==> src/rtl/hm_tx.sv <==
// Host-memory read initiator: splits a DW-aligned host region into MRd TLPs on the
// 64-bit TRN transmit interface, one outstanding request at a time.
module hm_tx #(
    parameter int unsigned MAX_RD_DW = 128,
    parameter logic [15:0] TIMEOUT   = 16'hFFFF
) (
    input  logic        trn_clk,
    input  logic        trn_reset_n,
    input  logic        trn_lnk_up_n,
    input  logic        hm_start,
    input  logic [63:0] hm_addr,
    input  logic [10:0] hm_len,
    input  logic [15:0] cfg_requester_id,
    input  logic        rx_memory_read,
    output logic [63:0] trn_td,
    output logic        trn_trem_n,
    output logic        trn_tsof_n,
    output logic        trn_teof_n,
    output logic        trn_tsrc_rdy_n,
    output logic        trn_tsrc_dsc_n,
    input  logic        trn_tdst_rdy_n,
    input  logic        trn_tdst_dsc_n,
    input  logic [5:0]  trn_tbuf_av,
    output logic        hm_busy,
    output logic        hm_done,
    output logic        hm_timeout,
    output logic [31:0] stat_trn_cpt_tx,
    output logic [2:0]  stat_state
);

    localparam int unsigned LEN_W  = 11;
    localparam int unsigned ADDR_W = 62;
    localparam int unsigned TMO_W  = 16;

    typedef enum logic [2:0] {
        S_IDLE = 3'd0,
        S_CALC = 3'd1,
        S_HDR  = 3'd2,
        S_ADDR = 3'd3,
        S_WAIT = 3'd4
    } state_e;

    state_e             state_q;
    logic [ADDR_W-1:0]  addr_q;
    logic [LEN_W-1:0]   rem_q;
    logic [LEN_W-1:0]   chunk_q;
    logic               is4dw_q;
    logic [4:0]         tag_q;
    logic [TMO_W-1:0]   tmo_q;
    logic [63:0]        td_q;
    logic               trem_n_q;
    logic               tsof_n_q;
    logic               teof_n_q;
    logic               tsrc_rdy_n_q;
    logic               busy_q;
    logic               done_q;
    logic               timeout_q;
    logic [31:0]        stat_q;

    logic [LEN_W-1:0]   len_c;
    logic [LEN_W-1:0]   to4k_c;
    logic [LEN_W-1:0]   max_c;
    logic [LEN_W-1:0]   min1_c;
    logic [LEN_W-1:0]   chunk_c;
    logic [3:0]         last_be_c;
    logic [63:0]        qw0_c;
    logic [63:0]        qw1_c;
    logic [ADDR_W-1:0]  addr_d;
    logic [LEN_W-1:0]   rem_d;
    logic [TMO_W-1:0]   tmo_d;
    logic               unused_c;

    // Request sizing: bounded by remaining length, max read size and the next 4 KB page.
    assign len_c   = (hm_len == 11'd0 || hm_len >= 11'd1024) ? 11'd1024 : hm_len;
    assign to4k_c  = 11'd1024 - {1'b0, addr_q[9:0]};
    assign max_c   = LEN_W'(MAX_RD_DW);
    assign min1_c  = (rem_q < max_c) ? rem_q : max_c;
    assign chunk_c = (min1_c < to4k_c) ? min1_c : to4k_c;

    assign last_be_c = (chunk_q > 11'd1) ? 4'hF : 4'h0;
    assign qw0_c = {1'b0, (is4dw_q ? 2'b01 : 2'b00), 5'b00000, 1'b0, 3'b000, 4'b0000,
                    1'b0, 1'b0, 2'b00, 2'b00, chunk_q[9:0],
                    cfg_requester_id, 3'b000, tag_q, last_be_c, 4'hF};
    assign qw1_c = is4dw_q ? {addr_q[61:30], addr_q[29:0], 2'b00}
                           : {addr_q[29:0], 2'b00, 32'h0000_0000};

    assign addr_d = addr_q + ADDR_W'(chunk_q);
    assign rem_d  = rem_q - chunk_q;
    assign tmo_d  = tmo_q + TMO_W'(1);

    assign unused_c = ^{hm_addr[1:0], trn_tbuf_av[5:2], trn_tbuf_av[0]};

    always_ff @(posedge trn_clk) begin
        if (!trn_reset_n) begin
            state_q      <= S_IDLE;
            addr_q       <= '0;
            rem_q        <= '0;
            chunk_q      <= '0;
            is4dw_q      <= 1'b0;
            tag_q        <= '0;
            tmo_q        <= '0;
            td_q         <= '0;
            trem_n_q     <= 1'b1;
            tsof_n_q     <= 1'b1;
            teof_n_q     <= 1'b1;
            tsrc_rdy_n_q <= 1'b1;
            busy_q       <= 1'b0;
            done_q       <= 1'b0;
            timeout_q    <= 1'b0;
            stat_q       <= '0;
        end else begin
            done_q    <= 1'b0;
            timeout_q <= 1'b0;
            if (state_q != S_IDLE && trn_lnk_up_n) begin
                // Link lost mid-operation: abandon the frame and report as a timeout.
                state_q      <= S_IDLE;
                tsrc_rdy_n_q <= 1'b1;
                tsof_n_q     <= 1'b1;
                teof_n_q     <= 1'b1;
                timeout_q    <= 1'b1;
                busy_q       <= 1'b0;
            end else begin
                case (state_q)
                    S_IDLE: begin
                        if (hm_start && !trn_lnk_up_n) begin
                            addr_q  <= hm_addr[63:2];
                            rem_q   <= len_c;
                            state_q <= S_CALC;
                            busy_q  <= 1'b1;
                        end
                    end
                    S_CALC: begin
                        chunk_q <= chunk_c;
                        is4dw_q <= (addr_q[61:30] != 32'h0);
                        state_q <= S_HDR;
                    end
                    S_HDR: begin
                        if (!trn_tdst_dsc_n) begin
                            tsrc_rdy_n_q <= 1'b1;
                            tsof_n_q     <= 1'b1;
                        end else if (!tsrc_rdy_n_q) begin
                            if (!trn_tdst_rdy_n) begin
                                td_q     <= qw1_c;
                                trem_n_q <= !is4dw_q;
                                tsof_n_q <= 1'b1;
                                teof_n_q <= 1'b0;
                                state_q  <= S_ADDR;
                            end
                        end else if (trn_tbuf_av[1]) begin
                            td_q         <= qw0_c;
                            trem_n_q     <= 1'b0;
                            tsof_n_q     <= 1'b0;
                            teof_n_q     <= 1'b1;
                            tsrc_rdy_n_q <= 1'b0;
                        end
                    end
                    S_ADDR: begin
                        if (!trn_tdst_dsc_n) begin
                            tsrc_rdy_n_q <= 1'b1;
                            tsof_n_q     <= 1'b1;
                            teof_n_q     <= 1'b1;
                            state_q      <= S_HDR;
                        end else if (!trn_tdst_rdy_n) begin
                            tsrc_rdy_n_q <= 1'b1;
                            teof_n_q     <= 1'b1;
                            tag_q        <= tag_q + 5'd1;
                            stat_q       <= stat_q + 32'd1;
                            addr_q       <= addr_d;
                            rem_q        <= rem_d;
                            tmo_q        <= '0;
                            state_q      <= S_WAIT;
                        end
                    end
                    S_WAIT: begin
                        // Completion arrival takes priority over a coincident expiry.
                        if (rx_memory_read) begin
                            if (rem_q == 11'd0) begin
                                done_q  <= 1'b1;
                                busy_q  <= 1'b0;
                                state_q <= S_IDLE;
                            end else begin
                                state_q <= S_CALC;
                            end
                        end else if (tmo_d == TIMEOUT) begin
                            timeout_q <= 1'b1;
                            busy_q    <= 1'b0;
                            state_q   <= S_IDLE;
                        end else begin
                            tmo_q <= tmo_d;
                        end
                    end
                    default: begin
                        state_q <= S_IDLE;
                        busy_q  <= 1'b0;
                    end
                endcase
            end
        end
    end

    assign trn_td          = td_q;
    assign trn_trem_n      = trem_n_q;
    assign trn_tsof_n      = tsof_n_q;
    assign trn_teof_n      = teof_n_q;
    assign trn_tsrc_rdy_n  = tsrc_rdy_n_q;
    assign trn_tsrc_dsc_n  = 1'b1;
    assign hm_busy         = busy_q;
    assign hm_done         = done_q;
    assign hm_timeout      = timeout_q;
    assign stat_trn_cpt_tx = stat_q;
    assign stat_state      = state_q;

endmodule

==> config.mk <==
export PLATFORM = sky130hd
export DESIGN_NAME = hm_tx
export DESIGN_NICKNAME = d
export VERILOG_FILES = /design/src/rtl/hm_tx.sv
export SDC_FILE = /design/constraint.sdc
export NUM_CORES = 1
export LEC_CHECK = 0
export ABC_AREA = 1
export BUFFER_PORTS_ARGS = -buffer_cell sky130_fd_sc_hd__buf_2
export CORE_ASPECT_RATIO = 1.5
export CORE_UTILIZATION = 45
export CTS_CLUSTER_DIAMETER = 80
export DETAILED_ROUTE_END_ITERATION = 16
export GPL_TIMING_DRIVEN = 0
export HOLD_SLACK_MARGIN = 0.08
export PLACE_DENSITY = 0.66
export SLEW_MARGIN = 25
export SYNTH_ARGS = -nofsm -noshare
export SYNTH_HDL_FRONTEND = slang
export SYNTH_SLANG_ARGS = --single-unit
==> constraint.sdc <==
create_clock -name trn_clk -period 4.1 [get_ports trn_clk]
set_input_delay 0.615 -clock trn_clk [delete_from_list [all_inputs] [get_ports trn_clk]]
set_output_delay 0.615 -clock trn_clk [all_outputs]
set_load 0.02 [all_outputs]
* Word level (Yosys, flattened, before mapping) *
Cells that the tools add are included.

operators by class
  add/sub/neg operators = 6
  magnitude comparators = 4
  equality and inequality tests = 23
  mux-type cells = 60
  bitwise logic cells = 6
  reductions and logical operators = 26

operator list
  kind                     number
  $mux W64                 4
  $mux W62                 3
  $pmux W62 S2             1
  $mux W11                 6
  $mux W16                 4
  $add A62 B11 Y62         1
  $add A32 B1 Y32 const B  1
  $pmux W16 S2             1
  $reduce_bool A32 Y1      1
  $mux W1                  26
  $mux W3                  8
  $logic_not A11 Y1        2
  $pmux W11 S2             1
  $ne A2 B2 Y1 const B     10
  $add A16 B1 Y16 const B  1
  $eq A16 B16 Y1 const B   1
  $ne A3 B3 Y1 const B     5
  $pmux W3 S5              1
  $reduce_and A5 Y1        3
  $reduce_and A4 Y1        3
  $reduce_and A6 Y1        2
  $ge A11 B11 Y1 const B   1
  $gt A11 B1 Y1 const B    1
  $lt A11 B11 Y1           1
  23 further kinds         37

word-level totals
  bits in registers = 212
  input port bits = 104
  word-level logic and storage cells = 141

* Depth between registers and ports, before layout *
  depth in word-level cells = 6
  depth in mapped cells = 17
  gate-level depth less buffers = 16

* Worst setup path after synthesis *
No wires, ideal clock.

  path type = register -> register
  from = register addr_q[0]
  to = register chunk_q[7]
  setup time = 0.070 ns
  arrival time = 2.589 ns
  data required time = 4.030 ns
  slack = 1.440 ns
  cell stages (with the launch flop) = 18
  path buffers = 1
  clock period less this slack = 2.660 ns
  cells stage by stage = dfxtp_1 > inv_1 > ha_1 > nand2_1 > nor3_1 > nand2_1 > nor2_1 > xor2_1 > inv_1 > ha_1 > a21oi_1 > o21ai_0 > nor2_1 > nand2_1 > buf_4 > nand2_1 > nand3_1 > a21oi_1

between the ends
  cells in the longest elaborated chain, start to end = 3

RTL lines
  element                 RTL line  source
  from (decl)             44        logic [ADDR_W-1:0] addr_q;
  from (signal assigned)  126       addr_q <= hm_addr[63:2];
  from (signal assigned)  168       addr_q <= addr_d;
  $sub A11 B10 Y11 *      75        assign to4k_c = 11'd1024 - {1'b0, addr_q[9:0]};
  $lt A11 B11 Y1          78        assign chunk_c = (min1_c < to4k_c) ? min1_c : to4k_c;
  $mux W11 *              78
  to (signal assigned)    133       chunk_q <= chunk_c;
  to (decl)               46        logic [LEN_W-1:0] chunk_q;

Every way passes the cells marked *; elsewhere a longest branch is shown, timed or not.
A chain may end at the register's enable or synchronous reset.

* Worst setup path after layout *
  from = register addr_q[0]
  to = register chunk_q[3]

Same word-level chain as after synthesis.

==> flow_summary_export.csv <==
group,metric,value,unit
floorplanning,row_count,78,
global_routing,track_usage,38.75,%
timing,fin_hold_ws,0.3444,ns
floorplanning,die_w,144.7,um
cts,postCtsSetupRepairBufs,0,
cts,ctsLongestPathBuffers,3,
timing,setup_viol,0,
yosys,synth_compound_area_share,17.19,%
global_routing,antenna_found_initial,2,
worst_hold_path,holdCritPathClass,"in -> reg",
timing,tightest_slew,1.080,ns
final_layout,final_nets,2554,
yosys,yosys_warnings,0,
global_routing,grt_overflow_total,0,
worst_setup_path,r2r_slack,0.58,ns
yosys,yosys.area_share.simple,37.26,%
yosys,synth_xor_xnor_area_share,2.103,%
worst_setup_path,worstPathRequired,4.56,ns
worst_setup_path,worstPathMaxFanout,10,
timing,hold_viol,0,
place,io_buffers,202,
floorplanning,dieArea,31260,um^2
worst_setup_path,critical_path.max_stage_delay,0.43,ns
cts,ctsHtreeMaxLevel,1,
timing,fin_worst_skew,0.03092,ns
yosys,syn_avg_cell_area,6.300,um^2
final_layout,drive_gt1_share,12.73,%
drt,remaining_drc_errors,0,
worst_setup_path,rr_worst_depth,17,
timing,max_freq,284.4,MHz
worst_setup_path,crit_slowest_cell,"dfxtp_1",
drt,viasPerCell,5.742,
timing,final.setup.tns,0,ns
global_routing,grt_pass1_vias,15410,
yosys,netlist_area,13750,um^2
drt,wl,61460,um
power_and_ir_drop,ir_worst_vdd,450.0,uV
timing,period_share,85.75,%
cts,cts_sinks,211,
cts,cts_tree,"built",
yosys,yosys_register_bits,211,
timing,period_minus_slack,3.516,ns
worst_setup_path,cp.arrival,3.97,ns
place,globalplace.congestion,1.025,
yosys,synth.area.mux_share,0,%
drt,drt_iter0_markers,1116,
drt,dr.pass1.iters,8,
timing,rsz0062_at_grt,"no",
yosys,synth_adder_area_share,3.568,%
flow_run,max_cap_viol_count,0,
cts,clk_pin_slew,0.07,ns
drt,vias,16240,
worst_setup_path,path_cells,"inv_1 > ha_1 > nand2_1 > nor3_1 > nand2_1 > nor2_1 > xor2_1 > inv_1 > ha_1 > a21oi_1 > o21ai_0 > nor2_1 > nand2_1 > buf_4 > nand2_1 > nand3_1 > a21oi_1",
yosys,async_flop_share,0,%
floorplanning,design.portCount,211,
global_routing,grt_pass1_wl,89170,um
cts,cts_resized,0,
place,hpwl,48390,um
worst_setup_path,crit_path_start_kind,"register",
cts,hold_buffers,0,
yosys,ys_seq_area_share,30.73,%
cts,root_buffer,"clkbuf_16",
power_and_ir_drop,p_per_area,596.0,nW/um^2
power_and_ir_drop,p_leak,6.614,nW
floorplanning,core,30160,um^2
outcome,status,"completed",
yosys,synth_ff_type,"dfxtp_1",
final_layout,area_delta_synth_final,16.72,%
worst_setup_path,criticalPathCategory,"reg -> reg",
yosys,syn_inst,2182,
worst_hold_path,min_path_cells,3,
cts,worst_skew_pair.late_latency,0.56,ns
global_routing,grt_max_degree,14,
yosys,synth_edf_count,0,
timing,drv_slew,0,
cts,cts_made_buffers,24,
floorplanning,start_util,45.58,%
yosys,synthDistinctLibCells,53,
drt,postRouteAntennaNets,0,
final_layout,final.fill_count,3176,
yosys,synth_top_family_by_area,"simple AND/OR/NAND/NOR gates",
worst_setup_path,cpMostUsedCell,"nand2_1",
worst_setup_path,end_kind,"register",
floorplanning,die_h,216.1,um
drt,wl_per_cell,21.73,um
final_layout,diodes,0,
timing,slew_headroom,28.00,%
[metrics by stage]
step | worst slack (ns) | util [%] | std cells | total power, mW | cell area (um^2)
4_1_cts | 0.6617 | 53.20 | 2828 | 9.454 | 16040
3_3_place_gp | 0.7257 | 50.62 | 2786 | 7.197 | 15260
2_1_floorplan | 1.440 | - | 2184 | 5.613 | 13750
3_5_place_dp | 0.6774 | 50.62 | 2786 | 7.249 | 15260
5_1_grt | 0.3452 | 53.20 | 2828 | 10.03 | 16040
6_report | 0.5842 | 53.20 | 2828 | 9.562 | 16040
[Yosys cell counts (3+ instances only)]
cell type  number  area share (%)
o21bai_1        3            0.16
a21oi_1       202             7.4
buf_2          19            0.69
inv_2           4            0.11
nor3_1         39             1.4
nor3_2          3            0.22
nand3_1       180             6.6
nand4_1        67             3.0
o22ai_1        11            0.50
nor4_1         18            0.82
o221a_2         7            0.57
xnor2_1         7            0.45
xor2_1         26             1.7
dfxtp_1       211              31
a31oi_1        29             1.3
o21ai_0       119             4.3
nor2_2          4            0.18
o21a_1          5            0.27
clkbuf_1       82             2.2
ha_1           36             3.3
a21o_1          3            0.16
nand3b_1       17            0.93
nand2_2         4            0.18
buf_4           8            0.44
buf_1           4            0.11
a22oi_1        18            0.98
nand2_1       542              15
inv_1         191             5.2
o211ai_1       12            0.66
a221oi_1        6            0.38
nor2_1        259             7.1
or2_2           9            0.41
nor3b_1         6            0.33
[worst paths after layout]
path / from / end
min reg2reg: trn_td[10]$_SDFFE_PN0P_ / trn_td[10]$_SDFFE_PN0P_
min: hm_len[2] / rem_q[2]$_SDFFE_PN0P_
max: addr_q[0]$_SDFFE_PN0P_ / chunk_q[3]$_SDFFE_PN0P_
max reg2reg: addr_q[0]$_SDFFE_PN0P_ / chunk_q[3]$_SDFFE_PN0P_
[layout make-up]
| cell class | count | area, um^2 | share of cell area, % |
|---|---|---|---|
| multi-input cells | 1661 | 8278 | 51.59 |
| flip-flops and latches | 211 | 4224 | 26.33 |
| repair buffers | 202 | 1011 | 6.301 |
| inverters | 196 | 735.7 | 4.586 |
| clock buffers | 34 | 668.1 | 4.164 |
| plain buffers | 116 | 515.5 | 3.213 |
| well taps | 400 | 500.5 | 3.119 |
| clock inverters | 8 | 111.4 | 0.6941 |
[cell usage in the layout, fill, tap and decap left out, types with 12 or more instances in the layout]
master,instances
nand2_1,542
nor2_1,259
buf_2,221
dfxtp_1,211
a21oi_1,202
inv_1,191
nand3_1,180
o21ai_0,119
clkbuf_1,89
nand4_1,67
nor3_1,39
ha_1,36
a31oi_1,29
xor2_1,26
clkbuf_16,24
nor4_1,18
a22oi_1,18
nand3b_1,17
o211ai_1,12
[critical path: cells and delay by family (launching register included)]
kind | cells | cell delay, ns
adders and majority gates | 2 | 0.50
xor gates and xnor gates | 1 | 0.26
DFF | 1 | 0.43
buffers and inverters | 3 | 0.49
and+or+nand+nor | 8 | 1.36
AOI/OAI and AO/OA | 3 | 0.39
[flip-flops by register name, indices dropped and copies added (netlist names)]
signal / count
chunk_q: 11
hm_busy: 1
rem_q: 11
stat_trn_cpt_tx: 32
trn_trem_n: 1
trn_td: 63
addr_q: 62
stat_state: 3
trn_tsof_n: 1
trn_tsrc_rdy_n: 1
hm_timeout: 1
trn_teof_n: 1
is4dw_q: 1
hm_done: 1
tmo_q: 16
tag_q: 5
[layer usage]
layer / GRT usage [%] / wire length, um / part of all wire [%] / up-vias
met5: 0 / 25 / 0.041 / -
met4: 29.89 / 5204 / 8.5 / 4
met3: 5.855 / 3867 / 6.3 / 233
met2: 70.82 / 31100 / 51 / 709
met1: 38.42 / 21260 / 35 / 7522
li1: - / - / - / 7770
[power by group]
| group | internal (mW) | switching, mW | total, mW |
|---|---|---|---|
| registers | 2.41 | 0.571 | 2.98 |
| logic | 1.34 | 3.02 | 4.37 |
| clock network | 1.26 | 0.948 | 2.21 |
[cell families (layout without fill, tap and decap cells)]
| group | count (synthesis) | count (layout) |
|---|---|---|
| other | 2 | 4 |
| AND/OR/NAND/NOR | 1162 | 1162 |
| AO/OA/AOI/OAI | 424 | 424 |
| XOR/XNOR | 33 | 33 |
| adder cells (fa/ha/maj) | 38 | 38 |
| flip-flops | 211 | 211 |
| buffers and inverters | 312 | 556 |
Power figures use the tool's default switching activity.
